`src/rtl/pep_ks_lb_sequencer.sv`:
```
// Key-switch loop-block sequencer: walks lwe_k x blwe_k x lvl in
// LBX x LBY x LBZ blocks and emits one control token per block.
module pep_ks_lb_sequencer #(
  parameter int LBX        = 6,
  parameter int LBY        = 64,
  parameter int LBZ        = 3,
  parameter int BLWE_K_MAX = 4096,
  parameter int LWE_K_MAX  = 1024,
  parameter int LVL_MAX    = 8
) (
  input  logic                             clk,
  input  logic                             a_rst,
  input  logic                             cmd_vld,
  output logic                             cmd_rdy,
  input  logic [$clog2(BLWE_K_MAX+1)-1:0]  cmd_blwe_k,
  input  logic [$clog2(LWE_K_MAX+1)-1:0]   cmd_lwe_k,
  input  logic [$clog2(LVL_MAX+1)-1:0]     cmd_lvl,
  output logic                             out_vld,
  input  logic                             out_rdy,
  output logic [$clog2(LWE_K_MAX)-1:0]     out_x_idx,
  output logic [$clog2(LBX+1)-1:0]         out_x_nb,
  output logic [$clog2(BLWE_K_MAX)-1:0]    out_y_idx,
  output logic [$clog2(LBY+1)-1:0]         out_y_nb,
  output logic [$clog2(LVL_MAX)-1:0]       out_z_idx,
  output logic [$clog2(LBZ+1)-1:0]         out_z_nb,
  output logic                             out_sop,
  output logic                             out_eop,
  output logic                             out_last,
  output logic                             busy,
  output logic                             err
);

  localparam int BW  = $clog2(BLWE_K_MAX+1);
  localparam int LW  = $clog2(LWE_K_MAX+1);
  localparam int VW  = $clog2(LVL_MAX+1);
  localparam int XIW = $clog2(LWE_K_MAX);
  localparam int XNW = $clog2(LBX+1);
  localparam int YIW = $clog2(BLWE_K_MAX);
  localparam int YNW = $clog2(LBY+1);
  localparam int ZIW = $clog2(LVL_MAX);
  localparam int ZNW = $clog2(LBZ+1);

  typedef enum logic {IDLE, RUN} state_t;

  state_t         state_q, state_d;
  logic           rdy_q, rdy_d;
  logic           err_q, err_d;
  logic [BW-1:0]  blwe_q, blwe_d;
  logic [LW-1:0]  lwe_q, lwe_d;
  logic [VW-1:0]  lvl_q, lvl_d;
  logic [LW-1:0]  x_q, x_d;
  logic [BW-1:0]  y_q, y_d;
  logic [VW-1:0]  z_q, z_d;
  logic           vld_q, vld_d;
  logic [XIW-1:0] xi_q, xi_d;
  logic [XNW-1:0] xn_q, xn_d;
  logic [YIW-1:0] yi_q, yi_d;
  logic [YNW-1:0] yn_q, yn_d;
  logic [ZIW-1:0] zi_q, zi_d;
  logic [ZNW-1:0] zn_q, zn_d;
  logic           sop_q, sop_d;
  logic           eop_q, eop_d;
  logic           last_q, last_d;

  logic           idle, acc, bad, start, gen;
  logic [BW-1:0]  s_b, c_y, y_rem;
  logic [LW-1:0]  s_l, c_x, x_rem;
  logic [VW-1:0]  s_v, c_z, z_rem;
  logic           x_last, y_last, z_last;

  // Token generator; an accepted command feeds its first token directly
  always_comb begin
    idle   = (state_q == IDLE);
    acc    = idle && rdy_q && cmd_vld;
    bad    = (cmd_lvl == '0) || (cmd_blwe_k == '0) || (cmd_lwe_k == '0)
          || (cmd_lvl > VW'(LVL_MAX))
          || (cmd_blwe_k > BW'(BLWE_K_MAX))
          || (cmd_lwe_k > LW'(LWE_K_MAX));
    start  = acc && !bad;
    s_b    = idle ? cmd_blwe_k : blwe_q;
    s_l    = idle ? cmd_lwe_k : lwe_q;
    s_v    = idle ? cmd_lvl : lvl_q;
    c_x    = idle ? '0 : x_q;
    c_y    = idle ? '0 : y_q;
    c_z    = idle ? '0 : z_q;
    x_rem  = s_l - c_x;
    y_rem  = s_b - c_y;
    z_rem  = s_v - c_z;
    x_last = (x_rem <= LW'(LBX));
    y_last = (y_rem <= BW'(LBY));
    z_last = (z_rem <= VW'(LBZ));
    gen    = (start || !idle) && (!vld_q || out_rdy);

    state_d = state_q;
    err_d   = 1'b0;
    blwe_d  = blwe_q;
    lwe_d   = lwe_q;
    lvl_d   = lvl_q;
    x_d     = x_q;
    y_d     = y_q;
    z_d     = z_q;
    vld_d   = vld_q && !out_rdy;
    xi_d    = xi_q;
    xn_d    = xn_q;
    yi_d    = yi_q;
    yn_d    = yn_q;
    zi_d    = zi_q;
    zn_d    = zn_q;
    sop_d   = sop_q;
    eop_d   = eop_q;
    last_d  = last_q;

    if (acc) begin
      blwe_d = cmd_blwe_k;
      lwe_d  = cmd_lwe_k;
      lvl_d  = cmd_lvl;
      if (bad) begin
        err_d = 1'b1;
      end else begin
        state_d = RUN;
        x_d     = '0;
        y_d     = '0;
        z_d     = '0;
      end
    end

    if (gen) begin
      vld_d  = 1'b1;
      xi_d   = c_x[XIW-1:0];
      yi_d   = c_y[YIW-1:0];
      zi_d   = c_z[ZIW-1:0];
      xn_d   = x_last ? x_rem[XNW-1:0] : XNW'(LBX);
      yn_d   = y_last ? y_rem[YNW-1:0] : YNW'(LBY);
      zn_d   = z_last ? z_rem[ZNW-1:0] : ZNW'(LBZ);
      sop_d  = (c_y == '0) && (c_z == '0);
      eop_d  = y_last && z_last;
      last_d = y_last && z_last && x_last;
      z_d    = z_last ? '0 : c_z + VW'(LBZ);
      y_d    = c_y;
      x_d    = c_x;
      if (z_last) begin
        y_d = y_last ? '0 : c_y + BW'(LBY);
        if (y_last) begin
          x_d = x_last ? '0 : c_x + LW'(LBX);
          if (x_last) state_d = IDLE;
        end
      end
    end

    rdy_d = (state_d == IDLE);
  end

  // State, counters and output register
  always_ff @(posedge clk or posedge a_rst) begin
    if (a_rst) begin
      state_q <= IDLE;
      rdy_q   <= 1'b0;
      err_q   <= 1'b0;
      blwe_q  <= '0;
      lwe_q   <= '0;
      lvl_q   <= '0;
      x_q     <= '0;
      y_q     <= '0;
      z_q     <= '0;
      vld_q   <= 1'b0;
      xi_q    <= '0;
      xn_q    <= '0;
      yi_q    <= '0;
      yn_q    <= '0;
      zi_q    <= '0;
      zn_q    <= '0;
      sop_q   <= 1'b0;
      eop_q   <= 1'b0;
      last_q  <= 1'b0;
    end else begin
      state_q <= state_d;
      rdy_q   <= rdy_d;
      err_q   <= err_d;
      blwe_q  <= blwe_d;
      lwe_q   <= lwe_d;
      lvl_q   <= lvl_d;
      x_q     <= x_d;
      y_q     <= y_d;
      z_q     <= z_d;
      vld_q   <= vld_d;
      xi_q    <= xi_d;
      xn_q    <= xn_d;
      yi_q    <= yi_d;
      yn_q    <= yn_d;
      zi_q    <= zi_d;
      zn_q    <= zn_d;
      sop_q   <= sop_d;
      eop_q   <= eop_d;
      last_q  <= last_d;
    end
  end

  assign cmd_rdy   = rdy_q;
  assign err       = err_q;
  assign out_vld   = vld_q;
  assign out_x_idx = xi_q;
  assign out_x_nb  = xn_q;
  assign out_y_idx = yi_q;
  assign out_y_nb  = yn_q;
  assign out_z_idx = zi_q;
  assign out_z_nb  = zn_q;
  assign out_sop   = sop_q;
  assign out_eop   = eop_q;
  assign out_last  = last_q;
  assign busy      = (state_q == RUN) || vld_q;

endmodule

```
`config.mk`:
```
export PLATFORM = sky130hd
export DESIGN_NAME = pep_ks_lb_sequencer
export DESIGN_NICKNAME = d
export VERILOG_FILES = /design/src/rtl/pep_ks_lb_sequencer.sv
export SDC_FILE = /design/constraint.sdc
export NUM_CORES = 1
export LEC_CHECK = 0
export BUFFER_PORTS_ARGS = -buffer_cell sky130_fd_sc_hd__buf_2
export CAP_MARGIN = 20
export CORE_MARGIN = 10
export CORE_UTILIZATION = 63
export DETAILED_ROUTE_END_ITERATION = 10
export PLACE_DENSITY = 0.85
export SLEW_MARGIN = 30
export SYNTH_ARGS = -nofsm -noshare
export SYNTH_HDL_FRONTEND = slang
export SYNTH_SLANG_ARGS = --single-unit
```
`constraint.sdc`:
```
create_clock -name clk -period 8.9 [get_ports clk]
set_input_delay 0.89 -clock clk [delete_from_list [all_inputs] [get_ports clk]]
set_output_delay 0.89 -clock clk [all_outputs]
set_load 0.005 [all_outputs]
```
==> results.json, run 1 <==
{
  "crit_family": "simple AND/OR/NAND/NOR gates",
  "utilization_pct": 71.79,
  "place_area_mm2": 0.006480,
  "finalPower_w": 0.002151,
  "dr.max_layer_used": "met4",
  "synth_edf_count": 0,
  "n_antenna_cell": 0,
  "portBuffers": 75,
  "powerDensity_mw_per_mm2": 322.7,
  "hpwl_um": 12540,
  "postSynthAreaPerCell_um2": 8.753,
  "cp-end-kind": "flip-flop",
  "rsz0062_at_grt": "false",
  "cts.path.max_buffers": 2,
  "hold_buffers": 0,
  "layout-drive-gt1-share_pct": 17.77,
  "ys_warn_count": 0,
  "crit_buf_inv": 2,
  "drc": 0,
  "gr-total-overflow": 0,
  "critPathArrivalTime_ps": 5470,
  "crit_path_top_delay_cell": "nor4_1",
  "via_per_inst": 6.168,
  "layout_common_cells": "nand2_1 (177), dfrtp_1 (99), buf_2 (75)",
  "fp.coreArea_mm2": 0.009284,
  "hp-class": "reg -> reg",
  "cts_buffers": 9,
  "via_count": 5446,
  "num_io_pins": 76,
  "grt_pass1_wl_um": 27280,
  "syn_to_final_growth_pct": 10.52,
  "crit_chain": "buf_4 > mux2i_1 > inv_1 > ha_1 > nor2b_1 > o2111ai_1 > nand3b_1 > xor2_1 > o31a_1 > or4b_1 > nor4_1 > a2111oi_0 > a221o_1",
  "antenna_found_initial": 0,
  "dieWidth_um": 117.8,
  "slew_violations": 0,
  "num_rows": 35,
  "critical_path.max_fanout": 41,
  "cts_resized": 0,
  "syn-instance-count": 689,
  "ys_seq_area_share_pct": 41.49,
  "ys.flop_type": "dfrtp_1",
  "synth.cell_area_mm2": 0.006031,
  "startpoint_type": "flip-flop",
  "initial_core_util_pct": 64.96,
  "clkLatencyLatePin_ps": 380,
  "setup-violations-final": 0,
  "slowest_delay_ps": 870,
  "synth.distinct_cells": 65,
  "power.leakage_nw": 3.231,
  "fin_crit_sh_pct": 58.59,
  "grt_usage_pct": 23.43,
  "final_common_cell": "nand2_1",
  "post-route-cell-area_mm2": 0.006665,
  "post_cts_buffers": 0,
  "clk_pin_slew_ps": 100,
  "wl_met3_um": 1647,
  "h-tree-depth": 3,
  "drt_iter0_markers": 609,
  "dr_wl_met2_um": 6985,
  "syn_nets": 753,
  "synthArstFlopShare_pct": 100.0,
  "nets": 813,
  "worstMarginPinSlew_ps": 963.6,
  "hold_viol": 0,
  "cp_data_required_time_ps": 9150,
  "tritoncts": "yes",
  "wl_per_cell_um": 18.50,
  "fmax_mhz": 191.8,
  "cap_violations": 0,
  "cts_num_sinks": 100,
  "clock_skew_ps": 22.25,
  "max-slew-margin-rel_pct": 35.17,
  "synth_seq_cells": 100,
  "routabilityCongestion": 0.9430,
  "ir_worst_vdd_mv": 0.1782,
  "ant_nets": 0,
  "status": "completed",
  "dieArea_mm2": 0.01389,
  "m1WireLength_um": 7484,
  "grt_start_max_net_pins": 66,
  "root_buffer": "clkbuf_8",
  "post-place-ws_ps": 3859,
  "setup-tns-final_ps": 0,
  "dr.pass1.iters": 5,
  "worstSetupPathType": "reg -> reg",
  "grt_pass1_vias": 5309,
  "wirelength_um": 16340,
  "min_period_ps": 5215,
  "timing.final.ws_setup_ps": 3685,
  "die_h_um": 117.8
}
[power by group]
part / internal [W] / switching (W)
combinational: 0.000481 / 0.000744
clock: 0.000108 / 0.000173
sequential: 0.000561 / 0.0000837
total: 0.00115 / 0.00100
[registers in the layout (all words and copies together) (netlist names), 2 cells and up]
register / flops
out_y_idx: 12
lvl_q: 4
lwe_q: 11
blwe_q: 13
out_x_idx: 10
out_z_idx: 3
out_y_nb: 7
out_z_nb: 2
y_q: 13
x_q: 11
z_q: 4
out_x_nb: 3
[final timing paths]
kind / start / endpoint / slack [ps] / cells after the start
setup reg to reg: state_q / x_q[4] / 3690 / 13
setup / recovery: state_q / x_q[4] / 3690 / 13
hold reg to reg: lwe_q[5] / lwe_q[5] / 480 / 2
max in group asynchronous: a_rst / y_q[5] / 7200 / 3
min in group asynchronous: a_rst / x_q[1] / 510 / 2
hold / removal: lwe_q[5] / lwe_q[5] / 480 / 2
[logic make-up after synthesis]
group / Yosys count / share of synthesized area [%]
AND/OR/NAND/NOR: 312 / 23.92
buffers and inverters: 53 / 3.610
adder cells (fa/ha/maj): 32 / 7.013
AO/OA/AOI/OAI: 141 / 15.48
flip-flops: 100 / 41.49
XOR/XNOR: 20 / 2.905
multiplexers: 31 / 5.581
[area by class of cell]
class	count	area [um2]
Multi-Input combinational cell	536	3316
Fill cell	736	2619
Timing Repair Buffer	81	420.4
Tap cell	129	161.4
Sequential cell	100	2504
Clock buffer	10	127.6
Inverter	21	81.33
Clock inverter	6	55.05
[metrics by stage]
step                std cells  hold slack [ps]
finish                    883            476.5
detailed placement        867            456.5
global route              883            511.1
floorplan                 689            440.1
global placement          866            444.6
CTS                       883            480.8
[cell usage after synthesis (all sizes together), types with 7 or more instances]
cell type  instances  share of area [%]
nor3              16                1.4
nand2            177                 11
nor2              29                1.8
dfrtp            100                 41
nor4              15                1.7
o21ai             46                3.8
a31oi              8               0.83
a22o               7                1.0
nand2b             7               0.73
xor2              11                1.6
clkbuf            21                1.3
mux2i             10                1.7
inv               21                1.3
buf               11                1.0
nand3             14                1.2
o31ai              9                1.1
a21o               8                1.0
and2              13                1.3
xnor2              9                1.3
a21oi             19                1.6
mux2              21                3.9
o22ai              9               0.93
ha                29                6.0
[worst reg2reg max path: cells and delay by family, from the launching register on]
kind,cells,cell delay (ps)
xor+xnor,1,190
simple gates,4,1790
fa+ha+maj,1,290
mux,1,400
buf+inv,2,580
flops,1,760
compound gates,4,1100
[metal layers]
metal / up-vias / track usage (%)
li1: 2554 / -
met1: 2573 / 33.36
met2: 291 / 33.81
met3: 28 / 6.906
met4: 0 / 6.182
met5: - / 0
Power figures use the tool's default switching activity.
==> run 2: changes to the inputs <==
--- a/config.mk
+++ b/config.mk
@@ -8,9 +8,9 @@
 export BUFFER_PORTS_ARGS = -buffer_cell sky130_fd_sc_hd__buf_2
 export CAP_MARGIN = 20
 export CORE_MARGIN = 10
-export CORE_UTILIZATION = 63
+export CORE_UTILIZATION = 59
 export DETAILED_ROUTE_END_ITERATION = 10
-export PLACE_DENSITY = 0.85
+export PLACE_DENSITY = 0.8
 export SLEW_MARGIN = 30
 export SYNTH_ARGS = -nofsm -noshare
 export SYNTH_HDL_FRONTEND = slang
==> constraint.sdc (replaced) <==
create_clock -name clk -period 5.1 [get_ports clk]
set_input_delay 0.51 -clock clk [delete_from_list [all_inputs] [get_ports clk]]
set_output_delay 0.51 -clock clk [all_outputs]
set_load 0.005 [all_outputs]
==> run 2 against run 1 <==
Net effect: global-route usage shrank 0.59 points; fmax up 13%; worst hold slack worse by 310 ps; non-clock buffer count up 1; count of clock-buffer cells in the layout fell by 1; clock power grew 94%; sequential cell count stayed put; combinational power is 76% higher; power rose by 78%; sequential power grew 74%; sequential share of layout area shrank 0.22 points; largest power group unchanged; highest routed layer unchanged.
==> results.json, run 2 (same netlist as run 1, synthesis figures left out) <==
{
  "status": "completed",
  "dr.pass1.iters": 5,
  "hold_buffers": 0,
  "initial_core_util_pct": 61.14,
  "cts_resized": 0,
  "antenna_found_initial": 0,
  "nets": 814,
  "cts_buffers": 9,
  "fmax_mhz": 217.2,
  "fp.coreArea_mm2": 0.009864,
  "ant_nets": 0,
  "clk_pin_slew_ps": 120,
  "r2r_end": "y_q[8]",
  "drt_iter0_markers": 518,
  "critical_path.max_fanout": 31,
  "max-slew-margin-rel_pct": 36.11,
  "setup-violations-final": 0,
  "die_h_um": 121.1,
  "cts.path.max_buffers": 2,
  "cts_num_sinks": 100,
  "grt_start_max_net_pins": 56,
  "utilization_pct": 67.96,
  "num_rows": 36,
  "hold_viol": 0,
  "portBuffers": 75,
  "post_cts_buffers": 0,
  "hpwl_um": 12590,
  "dieWidth_um": 121.1,
  "grt_pass1_vias": 5271,
  "root_buffer": "clkbuf_8",
  "layout_common_cells": "nand2_1 (177), dfrtp_1 (99), buf_2 (75)",
  "num_io_pins": 76,
  "grt_usage_pct": 22.84,
  "tritoncts": "yes",
  "ir_worst_vdd_mv": 0.4137,
  "final_common_cell": "nand2_1",
  "grt_pass1_wl_um": 27200,
  "fin_crit_sh_pct": 90.29,
  "critPathArrivalTime_ps": 4840,
  "fillers": 832,
  "power.leakage_nw": 3.236,
  "drc": 0,
  "reg2reg_from": "state_q",
  "rsz0062_at_grt": "false",
  "routabilityCongestion": 0.9318,
  "finalPower_w": 0.003829,
  "setup-tns-final_ps": 0,
  "cp_data_required_time_ps": 5340,
  "n_antenna_cell": 0,
  "wl_per_cell_um": 18.72,
  "clkLatencyLatePin_ps": 380,
  "hp-class": "in -> async",
  "via_count": 5376,
  "syn_to_final_growth_pct": 11.16,
  "r2r_slack_ps": 500,
  "slew_violations": 0,
  "startpoint_type": "flip-flop",
  "worstMarginPinSlew_ps": 958.4,
  "ff2ff_path_depth": 12,
  "via_per_inst": 6.054,
  "worstSetupPathType": "reg -> reg",
  "gr-total-overflow": 0,
  "layout-drive-gt1-share_pct": 18.01,
  "cap_violations": 0,
  "cp-end-kind": "flip-flop",
  "clock_skew_ps": 16.58,
  "wirelength_um": 16620,
  "dieArea_mm2": 0.01467,
  "h-tree-depth": 3,
  "powerDensity_mw_per_mm2": 571.2,
  "min_period_ps": 4605
}
-- run 2: cell type report --
cell class	count	area (um2)	area share (%)
Clock buffer	9	123.9	1.848
Tap cell	133	166.4	2.482
Inverter	21	81.33	1.213
Multi-Input combinational cell	536	3317	49.48
Timing Repair Buffer	82	427.9	6.383
Sequential cell	100	2504	37.35
Clock inverter	7	83.83	1.250
-- run 2: critical path, stage by stage (launching register included) --
cell	delay, ps
dfrtp_2	740
mux2i_1	270
ha_1	280
fa_1	410
and2b_1	250
o2111ai_1	160
nand3_1	190
a31oi_1	170
or4b_2	670
o211a_1	230
or2_1	490
o21ai_0	440
o22ai_1	160
-- run 2: worst max path at each step --
stage                        end  startpoint  slack [ps]
final                     y_q[8]     state_q         500
after global routing      x_q[4]     state_q         220
after CTS                 y_q[8]     state_q         620
after floorplan           x_q[5]     state_q         340
after global placement    x_q[3]     state_q         710
after detailed placement  y_q[8]     state_q         640
-- run 2: report_power, final --
group / switching, W / internal, W
Sequential: 0.000145 / 0.000979
Clock: 0.000309 / 0.000236
Combinational: 0.00132 / 0.000842
-- run 2: metrics by stage --
step	hold WS [ps]	cell area [um2]	setup WS, ps	std cells
2_1_floorplan	440.1	6031	342.4	689
3_3_place_gp	445.2	6492	711.1	872
3_5_place_dp	456.5	6496	644.8	872
4_1_cts	192.9	6704	615.0	888
5_1_grt	213.5	6704	222.2	888
6_report	166.1	6704	495.3	888
-- run 2: layer usage --
| metal | part of all wire, % | wire length, um | global-route usage [%] |
|---|---|---|---|
| met1 | 48 | 7996 | 33.57 |
| met2 | 42 | 7062 | 32.96 |
| met3 | 7.9 | 1313 | 4.793 |
| met4 | 1.5 | 250 | 6.486 |
| met5 | 0 | 0 | 0 |
